### src/rtl/serial_pattern_tx.sv
// Serial frame transmitter: accepts a WIDTH-bit word over valid/ready and shifts it
// out MSB-first, then holds the line idle for GAP cycles before accepting the next word.
module serial_pattern_tx #(
  parameter int unsigned WIDTH    = 4,
  parameter int unsigned GAP      = 2,
  parameter logic        IDLE_VAL = 1'b0,
  parameter int unsigned CNT_W    = 8
) (
  input  logic             clk,
  input  logic             rst,
  input  logic [WIDTH-1:0] data_in,
  input  logic             data_valid,
  output logic             data_ready,
  output logic             serial_out,
  output logic             serial_en,
  output logic             frame_done,
  output logic [CNT_W-1:0] frame_count
);

  localparam int unsigned BIT_W = (WIDTH > 1) ? $clog2(WIDTH) : 1;
  localparam int unsigned GAP_W = (GAP > 1) ? $clog2(GAP) : 1;
  localparam logic [BIT_W-1:0] LAST_BIT = BIT_W'(WIDTH - 1);
  localparam logic [GAP_W-1:0] LAST_GAP = GAP_W'((GAP > 0) ? (GAP - 1) : 0);

  typedef enum logic [1:0] {
    ST_IDLE  = 2'd0,
    ST_SHIFT = 2'd1,
    ST_GAP   = 2'd2
  } state_t;

  state_t             r_state;
  logic [WIDTH-1:0]   r_shift;
  logic [BIT_W-1:0]   r_bit_cnt;
  logic [GAP_W-1:0]   r_gap_cnt;
  logic               r_serial_out;
  logic               r_serial_en;
  logic               r_frame_done;
  logic [CNT_W-1:0]   r_frame_count;
  logic               r_data_ready;

  state_t             w_state_nxt;
  logic [WIDTH-1:0]   w_shift_nxt;
  logic [BIT_W-1:0]   w_bit_cnt_nxt;
  logic [GAP_W-1:0]   w_gap_cnt_nxt;
  logic               w_serial_out_nxt;
  logic               w_serial_en_nxt;
  logic               w_frame_done_nxt;
  logic [CNT_W-1:0]   w_frame_count_nxt;

  // State and registered outputs; the shift register holds only the bits not yet sent.
  always_ff @(posedge clk or posedge rst) begin
    if (rst) begin
      r_state       <= ST_IDLE;
      r_shift       <= '0;
      r_bit_cnt     <= '0;
      r_gap_cnt     <= '0;
      r_serial_out  <= IDLE_VAL;
      r_serial_en   <= 1'b0;
      r_frame_done  <= 1'b0;
      r_frame_count <= '0;
      r_data_ready  <= 1'b1;
    end else begin
      r_state       <= w_state_nxt;
      r_shift       <= w_shift_nxt;
      r_bit_cnt     <= w_bit_cnt_nxt;
      r_gap_cnt     <= w_gap_cnt_nxt;
      r_serial_out  <= w_serial_out_nxt;
      r_serial_en   <= w_serial_en_nxt;
      r_frame_done  <= w_frame_done_nxt;
      r_frame_count <= w_frame_count_nxt;
      r_data_ready  <= (w_state_nxt == ST_IDLE);
    end
  end

  // Next-state and next-output logic; the first frame bit is registered on the accept edge.
  always_comb begin
    w_state_nxt       = r_state;
    w_shift_nxt       = r_shift;
    w_bit_cnt_nxt     = r_bit_cnt;
    w_gap_cnt_nxt     = r_gap_cnt;
    w_serial_out_nxt  = IDLE_VAL;
    w_serial_en_nxt   = 1'b0;
    w_frame_done_nxt  = 1'b0;
    w_frame_count_nxt = r_frame_count;

    case (r_state)
      ST_IDLE: begin
        if (data_valid && r_data_ready) begin
          w_shift_nxt      = {data_in[WIDTH-2:0], 1'b0};
          w_bit_cnt_nxt    = '0;
          w_serial_out_nxt = data_in[WIDTH-1];
          w_serial_en_nxt  = 1'b1;
          w_state_nxt      = ST_SHIFT;
        end
      end

      ST_SHIFT: begin
        if (r_bit_cnt == LAST_BIT) begin
          w_frame_done_nxt  = 1'b1;
          w_frame_count_nxt = r_frame_count + CNT_W'(1);
          w_gap_cnt_nxt     = '0;
          w_shift_nxt       = '0;
          w_state_nxt       = (GAP > 0) ? ST_GAP : ST_IDLE;
        end else begin
          w_serial_out_nxt = r_shift[WIDTH-1];
          w_serial_en_nxt  = 1'b1;
          w_shift_nxt      = {r_shift[WIDTH-2:0], 1'b0};
          w_bit_cnt_nxt    = r_bit_cnt + BIT_W'(1);
        end
      end

      ST_GAP: begin
        if (r_gap_cnt == LAST_GAP) begin
          w_state_nxt = ST_IDLE;
        end else begin
          w_gap_cnt_nxt = r_gap_cnt + GAP_W'(1);
        end
      end

      default: begin
        w_state_nxt = ST_IDLE;
      end
    endcase
  end

  assign data_ready  = r_data_ready;
  assign serial_out  = r_serial_out;
  assign serial_en   = r_serial_en;
  assign frame_done  = r_frame_done;
  assign frame_count = r_frame_count;

endmodule

### config.mk
export PLATFORM = sky130hd
export DESIGN_NAME = serial_pattern_tx
export DESIGN_NICKNAME = d
export VERILOG_FILES = /design/src/rtl/serial_pattern_tx.sv
export SDC_FILE = /design/constraint.sdc
export NUM_CORES = 1
export LEC_CHECK = 0
export BUFFER_PORTS_ARGS = -buffer_cell sky130_fd_sc_hd__buf_4
export CAP_MARGIN = 20
export CORE_MARGIN = 2
export CORE_UTILIZATION = 50
export CTS_CLUSTER_DIAMETER = 40
export DETAILED_ROUTE_END_ITERATION = 16
export GPL_ROUTABILITY_DRIVEN = 0
export PLACE_DENSITY = 0.7
export SYNTH_ARGS = -nofsm -noshare
export SYNTH_HDL_FRONTEND = slang
export SYNTH_SLANG_ARGS = --single-unit
### constraint.sdc
create_clock -name clk -period 1.75 [get_ports clk]
set_input_delay 0 -clock clk [delete_from_list [all_inputs] [get_ports clk]]
set_output_delay 0 -clock clk [all_outputs]
set_load 0.02 [all_outputs]
==> flow_summary.ini <==
[setup_path]
cp_num_buf_inv = 2
cp.arrival_ns = 1.77
cp_slowest_cell = dlygate4sd3_1
critical_path_depth = 4
startpoint_type = flip-flop
path_class = reg -> reg
cp.required_ns = 1.97
cp-startpoint = r_state[0]
cp_slowest_stage_delay_ns = 0.57
reg2reg_from = r_state[0]
r2r_setup_slack_ns = 0.20
path_max_fanout = 8
r2r-end = serial_out
end_kind = flip-flop
crit_chain = inv_2, nand4_1, dlygate4sd3_1, a21oi_1
crit_family = buffers and inverters
r2r_cells = 4
crit_end = serial_out

[timing]
post-route-worst-setup-slack_ns = 0.196
drv_slew = 0
tns_ns = 0
hold_violations = 0
grt_setup_unrepaired = no
setup_viol_count_final = 0
fmax_mhz = 644
timing.final.crit_period_ns = 1.55
min_period_over_period_pct = 88.8
fin_skew_ns = 0.00160
tightest_slew_ns = 0.731
slew_headroom_pct = 51.2

[yosys]
avgSynthCellArea_um2 = 11.3
synth_top_area_share_pct = 52.6
yosysMostFrequentCell = dfrtp_1
netlist_area_um2 = 905
ys_seq_elements = 20
synthesis.nets = 89
synth_area_leaders = dfrtp_1, a22oi_1, xnor2_1
synth_top_area_cell = dfrtp_1
yosysSeqAreaShare_pct = 55.5
async_flop_share_pct = 100
synth_common_cells = dfrtp_1, nand2_1, a22oi_1, nor2_1
synth_cell_types = 29
synthCells = 80
synth_edf_count = 0
synth-main-ff-cell = dfrtp_1
yosysWarningCount = 0

[die]
core.rowCount = 15
die_area_um2 = 2170
fp.dieH_um = 46.5
initial_core_util_pct = 53.0
dieWidth_um = 46.5
fp.coreArea_um2 = 1710
num_io_pins = 19

[final_layout]
fin_nets = 113
layout-area-overhead-vs-synth_pct = 26.0
fillers = 133
drive_above_1_share_pct = 28.2
n_antenna_cell = 0
instances_no_fill = 128

[clock_network]
cts.sinks = 20
cts_tree = yes
numCtsBuffers = 3
ctsHtreeMaxLevel = 1
clkLatencyLatePin_ns = 0.29
cts_root_buffer = clkbuf_4
cts_buffer_depth = 2
path_clk_slew_ns = 0.11
cts.repair.resized = 0

[placed_design]
portBuffers = 18
place.detailed.hpwl_mm = 1.13
pre_cts_ws_ns = 0.338
dp.cells = 120

[min_path]
hold_path.class = in -> reg

[routing]
firstDrtPassIters = 2
avgViaCountPerCell = 5.14
wl_per_cell_um = 12.7
wirelength_mm = 1.62
drtIter0Drc = 10
remaining_drc_errors = 0
antenna_left = 0
vias = 658

[global_routing]
grt_pass1_vias = 613
grt_usage_pct = 17.8
grt_pass1_wl_mm = 2.70
grt_overflow = 0
grt_max_degree = 21
antenna_found_initial = 0

[status]
outcome = completed

[power]
irDropWorstVdd_mv = 1.03
p_leak_nw = 0.566
p_per_area_nw_per_um2 = 1650

[flow_run]
drv_cap = 0
worst min-delay path, stage by stage:
cell	delay [ns]
buf_4	0.08
a22oi_1	0.06
o21ai_0	0.15
cell usage in the layout (no fill, tap or decap), types with 4 or more instances in the layout:
cell	count
dlygate4sd3_1	4
a22oi_1	6
nor2_1	6
buf_4	18
nand4_1	4
nand2_1	9
dfrtp_1	19
xnor2_1	4
area by class of cell:
type | instances | area [um^2] | area share (%)
flip-flops and latches | 20 | 502 | 44.0
repair buffers | 22 | 175 | 15.4
clock inverters | 1 | 30.0 | 2.63
inverters | 3 | 13.8 | 1.21
well taps | 25 | 31.3 | 2.74
multi-input cells | 54 | 365 | 32.1
clock buffers | 3 | 22.5 | 1.98
routing by layer:
layer	wire length [um]	part of all wire [%]	up-vias	GRT usage, %
met5	0	0	-	0
met4	12	0.74	0	6.86
met3	44	2.7	2	3.53
met2	755	47	9	26.9
met1	810	50	317	24.8
li1	-	-	330	-
through the flow:
stage               power [mW]  area [um^2]  utilization, %  hold WS (ns)
finish                    1.88         1140            66.7        0.0189
global route              2.02         1140            66.7        0.0727
CTS                       1.89         1140            66.7        0.0167
detailed placement        1.51         1050            61.3         0.156
global placement          1.49         1050            61.3         0.167
floorplan                 1.30          905               -       -0.0369
power by group:
part / internal, mW / switching (mW) / total (mW)
logic: 0.325 / 0.374 / 0.699
clock network: 0.231 / 0.136 / 0.367
registers: 0.633 / 0.181 / 0.814
total: 1.19 / 0.691 / 1.88
what timing repair did:
action	in CTS	in global routing
hold buffers	4	0
setup buffers	0	0
endpoints found under the hold margin	21	0
sequential cells by signal, summed over array words and instances (netlist names):
name         cells
r_gap_cnt        1
serial_out       1
frame_count      8
serial_en        1
frame_done       1
r_state          2
r_shift          3
data_ready       1
r_bit_cnt        2
worst min-delay path by stage:
stage | cells past startpoint | slack [ns] | from | end
floorplan | 1 | -0.04 | rst | frame_count[0]
global placement | 2 | 0.17 | rst | serial_out
detailed placement | 2 | 0.16 | rst | serial_out
CTS | 3 | 0.02 | data_in[1] | r_shift[2]
global route | 3 | 0.07 | data_in[1] | r_shift[2]
finish | 3 | 0.02 | data_in[1] | r_shift[2]
cell families (layout without fill, tap and decap cells):
group	after synthesis	count (layout)	synth area share [%]
simple gates	29	29	18.5
buf+inv	6	29	4.15
compound gates	15	15	11.1
mux	1	1	1.24
flops	20	20	55.5
xor+xnor	7	7	6.78
fa+ha+maj	2	2	2.77
(Power assumes the default switching activity.)
